$ cat src/rtl/rom_arb_pkg.sv
// Shared definitions for the two-client round-robin read arbiter in front of
// the 16x4 registered lookup ROM.
//   AW_DEF / DW_DEF : default address / data widths
//   state_e         : sequencer states (IDLE=00, ISSUE=01, CAPT=10)
package rom_arb_pkg;

  localparam int unsigned AW_DEF = 4;
  localparam int unsigned DW_DEF = 4;

  typedef enum logic [1:0] {
    IDLE  = 2'b00,
    ISSUE = 2'b01,
    CAPT  = 2'b10
  } state_e;

endpackage

$ cat src/rtl/rom_rr_arbiter_rr_pick2.sv
// rr_pick2: combinational two-way round-robin picker.
//   elig  in  2  eligible clients (bit i = client i)
//   last  in  1  client granted most recently
//   valid out 1  at least one client eligible
//   pick  out 1  chosen client index
module rr_pick2 (
  input  logic [1:0] elig,
  input  logic       last,
  output logic       valid,
  output logic       pick
);

  always_comb begin
    valid = |elig;
    // On contention the client that did not win last time goes next;
    // otherwise the single eligible client wins.
    if (elig == 2'b11) begin
      pick = ~last;
    end else begin
      pick = elig[1];
    end
  end

endmodule

$ cat src/rtl/rom_rr_arbiter.sv
// rom_rr_arbiter: two-requester round-robin read arbiter and sequencer for the
// registered lookup ROM (one-cycle read latency).
//   clk              rising-edge clock shared with the ROM
//   rst              asynchronous active-low reset
//   req0/addr0       client 0 level request and address
//   req1/addr1       client 1 level request and address
//   ack0/ack1        one-cycle pulse: rdata valid for that client
//   rdata            returned data, held until the next ack
//   busy             high while in ISSUE or CAPT
//   rom_en/rom_addr  drive the ROM en/address
//   rom_dout         ROM data output
module rom_rr_arbiter
  import rom_arb_pkg::*;
#(
  parameter int unsigned AW = AW_DEF,
  parameter int unsigned DW = DW_DEF
) (
  input  logic          clk,
  input  logic          rst,
  input  logic          req0,
  input  logic [AW-1:0] addr0,
  input  logic          req1,
  input  logic [AW-1:0] addr1,
  output logic          ack0,
  output logic          ack1,
  output logic [DW-1:0] rdata,
  output logic          busy,
  output logic          rom_en,
  output logic [AW-1:0] rom_addr,
  input  logic [DW-1:0] rom_dout
);

  state_e        state_q, state_d;
  logic          rom_en_q, rom_en_d;
  logic [AW-1:0] rom_addr_q, rom_addr_d;
  logic          ack0_q, ack0_d;
  logic          ack1_q, ack1_d;
  logic [DW-1:0] rdata_q, rdata_d;
  logic          busy_q, busy_d;
  logic          gnt_q, gnt_d;
  logic          last_q, last_d;

  logic [1:0]    elig;
  logic          pick_valid;
  logic          pick;

  // A client being acked this cycle is not eligible; a request still held
  // after its ack cycle counts as a new request.
  assign elig = {req1 & ~ack1_q, req0 & ~ack0_q};

  rr_pick2 u_pick (
    .elig  (elig),
    .last  (last_q),
    .valid (pick_valid),
    .pick  (pick)
  );

  always_comb begin
    state_d    = state_q;
    rom_en_d   = rom_en_q;
    rom_addr_d = rom_addr_q;
    gnt_d      = gnt_q;
    last_d     = last_q;
    rdata_d    = rdata_q;
    ack0_d     = 1'b0;
    ack1_d     = 1'b0;

    case (state_q)
      IDLE: begin
        if (pick_valid) begin
          rom_addr_d = pick ? addr1 : addr0;
          rom_en_d   = 1'b1;
          gnt_d      = pick;
          last_d     = pick;
          state_d    = ISSUE;
        end
      end
      ISSUE: begin
        rom_en_d = 1'b0;
        state_d  = CAPT;
      end
      CAPT: begin
        rdata_d = rom_dout;
        ack0_d  = ~gnt_q;
        ack1_d  = gnt_q;
        state_d = IDLE;
      end
      default: begin
        rom_en_d = 1'b0;
        state_d  = IDLE;
      end
    endcase

    busy_d = (state_d == ISSUE) || (state_d == CAPT);
  end

  always_ff @(posedge clk or negedge rst) begin
    if (!rst) begin
      state_q    <= IDLE;
      rom_en_q   <= 1'b0;
      rom_addr_q <= '0;
      ack0_q     <= 1'b0;
      ack1_q     <= 1'b0;
      rdata_q    <= '0;
      busy_q     <= 1'b0;
      gnt_q      <= 1'b0;
      last_q     <= 1'b1;
    end else begin
      state_q    <= state_d;
      rom_en_q   <= rom_en_d;
      rom_addr_q <= rom_addr_d;
      ack0_q     <= ack0_d;
      ack1_q     <= ack1_d;
      rdata_q    <= rdata_d;
      busy_q     <= busy_d;
      gnt_q      <= gnt_d;
      last_q     <= last_d;
    end
  end

  assign ack0     = ack0_q;
  assign ack1     = ack1_q;
  assign rdata    = rdata_q;
  assign busy     = busy_q;
  assign rom_en   = rom_en_q;
  assign rom_addr = rom_addr_q;

endmodule

$ cat config.mk
export PLATFORM = sky130hd
export DESIGN_NAME = rom_rr_arbiter
export DESIGN_NICKNAME = d
export VERILOG_FILES = /design/src/rtl/rom_arb_pkg.sv /design/src/rtl/rom_rr_arbiter_rr_pick2.sv /design/src/rtl/rom_rr_arbiter.sv
export SDC_FILE = /design/constraint.sdc
export NUM_CORES = 1
export LEC_CHECK = 0
export BUFFER_PORTS_ARGS = -buffer_cell sky130_fd_sc_hd__buf_2
export CAP_MARGIN = 20
export CORE_UTILIZATION = 30
export CTS_BUF_LIST = sky130_fd_sc_hd__clkbuf_4 sky130_fd_sc_hd__clkbuf_8
export DETAILED_ROUTE_END_ITERATION = 12
export SLEW_MARGIN = 10
export SYNTH_ARGS = -nofsm -noshare
export SYNTH_HDL_FRONTEND = slang
export SYNTH_SLANG_ARGS = --single-unit
$ cat constraint.sdc
create_clock -name clk -period 3.8 [get_ports clk]
set_clock_uncertainty 0.2 [all_clocks]
set_input_delay 0.19 -clock clk [delete_from_list [all_inputs] [get_ports clk]]
set_output_delay 0.19 -clock clk [all_outputs]
set_load 0.1 [all_outputs]
==> key figures <==
STA
  • Final Max Slew Viols: 0
  • Slew @ Worst Pin: 0.490 ns
  • Fin. Hold Viols: 0
  • Minimum clock period: 1.47 ns
  • Worst rel slew slack: 67.6%
  • Tcrit/Tclk final: 38.7%
  • RSZ-0062 raised after global routing: no
  • Finish-stage setup viols: 0
  • Fin Setup TNS: 0 ns
  • Achievable Freq: 680 MHz

Routing
  • DRC: 1
  • Routed wire length: 1.12 mm
  • Vias per inst: 4.36
  • Total number of vias: 493
  • DR WL/cell: 9.88 µm
  • Initial drt markers: 9
  • Drt pass-1 iters: 8
  • Post-DRT Antenna Nets: 0

Global route
  • First-pass GRT wire length: 1.61 mm
  • Initial antenna violation count: 0
  • Vias in the first global route: 391
  • All-layer global routing usage: 10.6%
  • Largest net degree at the start of global routing: 17
  • Grt total ovfl: 0

Critical path
  • Reg2reg start: ack0
  • Worst R2R End: rom_addr[3]
  • CP Data Arrival Time: 1.44 ns
  • Crit-path slowest cell: dfrtp_1
  • R2R cell count: 4
  • CP endpoint kind: flip-flop
  • Crit path kind: reg -> reg
  • CP startpoint: ack0
  • Crit-path max FO: 6
  • Crit path required time: 3.77 ns
  • Crit path to: rom_addr[3]
  • Max incr delay on CP: 0.38 ns
  • Reg2Reg Setup Slack: 2.33 ns
  • Crit-path cells: nor2b_1, a21bo_1, mux2i_1, a21oi_1
  • Startpoint Class: flip-flop

Layout
  • Antenna diodes: 0
  • Area Growth Syn to Fin: 41.4%
  • Fill count: 202
  • Fraction of layout cells with a size suffix above 1: 45.3%
  • Net count, final: 103

CTS
  • Worst-path clk slew: 0.09 ns
  • CTS max path bufs: 2
  • H-tree depth: 1
  • Num CTS Buffers: 3
  • Worst-Skew Late Latency: 0.28 ns
  • CTS Sinks: 16
  • CTS tree: built
  • Clock root buffer: clkbuf_4

Placed design
  • Routability cong.: 0.726
  • Hpwl dp: 809 µm
  • Port Buf Inserts: 27

Logic synthesis
  • Top cells by area, synth: dfrtp_1, mux2_2, mux2i_1, dfstp_2, nor2_1
  • Syn Inst Count: 50
  • Avg Inst Size Synth: 12.4 µm²
  • Synth area leader: dfrtp_1
  • Unique cell type count in the Yosys netlist: 18
  • Net Count, Synth: 66
  • Syn Std Cell Area: 622 µm²
  • #FFs+latches synth: 16
  • Yosys warns: 0
  • Post-synthesis sequential area ratio: 64.6%
  • Synth top area share: 60.4%

Status
  • Run status: finished with violations
  • Violated checks: DRC

Min path
  • Worst Hold Class: in -> reg

Floorplan
  • Die Y: 47.5 µm
  • I/O pin cnt: 28
  • Core region area: 1960 µm²
  • Die W: 47.5 µm
  • Initial Util: 31.7%
  • Number of core rows: 16
  • Die area: 2260 µm²

Flow run
  • Maximum capacitance violations: 0
==> how the worst min path moves through the flow <==
| stage | startpoint | to | slack [ns] | depth (start not counted) |
|---|---|---|---|---|
| finish | addr1[0] | rom_addr[0] | 0.01 | 3 |
| global route | addr1[0] | rom_addr[0] | 0.01 | 3 |
| CTS | addr0[2] | rom_addr[2] | 0.002 | 3 |
| detailed placement | rst | busy | -0.08 | 1 |
| global placement | rst | busy | -0.08 | 1 |
| floorplan | rst | ack0 | -0.31 | 0 |
==> cells in the mapped netlist <==
library cell / instances
dfstp_2: 1
mux2i_1: 4
o21ai_2: 1
mux2_2: 4
nor2_1: 7
o21ai_0: 2
buf_4: 1
o21ai_1: 1
a21o_1: 1
nand2_1: 3
inv_2: 1
inv_1: 1
nor2b_1: 1
nor2b_2: 1
dfrtp_1: 15
and3_1: 1
a21oi_1: 4
a21bo_1: 1
==> timing repair <==
action,in CTS,in global routing
buffers inserted,0,0
hold endpoints to repair,21,0
hold buffers,6,0
resized for setup,0,0
==> per-layer routing <==
layer | global-route usage [%] | share of wire, %
met1 | 13.8 | 47
met2 | 15.1 | 46
met3 | 4.53 | 5.9
met4 | 5.00 | 1.7
met5 | 0 | 0
==> registers in the layout, indices dropped and copies added, names as in the netlist <==
register / flops
last_q: 1
rdata: 4
busy: 1
state_q: 2
rom_en: 1
ack0: 1
ack1: 1
gnt_q: 1
rom_addr: 4
==> cell type report <==
cell class	instances	area (µm²)	area share, %
flip-flops and latches	16	402	45.7
inverters	2	7.51	0.853
repair buffers	33	195	22.2
clock buffers	4	36.3	4.13
well taps	27	33.8	3.84
multi-input cells	31	205	23.3
==> critical path, delay by kind of cell, from the launching register on <==
family	cells	cell delay (ns)
DFF	1	0.38
AOI/OAI and AO/OA	2	0.37
muxes	1	0.22
and+or+nand+nor	1	0.18
==> through the flow <==
stage | hold WS, ns | instance area (µm²) | setup WS (ns) | utilization, % | cells
3_3_place_gp | -0.0802 | 783 | 2.35 | 39.9 | 103
6_report | 0.0112 | 880 | 2.33 | 44.8 | 113
5_1_grt | 0.0110 | 880 | 2.24 | 44.8 | 113
2_1_floorplan | -0.306 | 622 | 1.85 | - | 50
4_1_cts | 0.00240 | 880 | 2.32 | 44.8 | 113
3_5_place_dp | -0.0798 | 783 | 2.33 | 39.9 | 103
==> placed cells by master, fill, tap and decap left out, drive strengths merged, types with 2 or more instances in the layout <==
cell type,count
o21ai,4
mux2i,4
a21oi,4
nor2,7
nor2b,2
dlygate4sd3,6
dfrtp,15
nand2,3
inv,2
buf,27
mux2,4
clkbuf,4
==> cells by family after synthesis <==
kind of cell,after synthesis,synth area share [%]
AO/OA/AOI/OAI,10,9.86
buffers and inverters,3,2.41
flip-flops,16,64.6
multiplexers,8,13.7
AND/OR/NAND/NOR,13,9.46
Power is left out: the tool's default activity adds up to more than one toggle a clock period on the data nets, which glitch-free logic cannot reach.
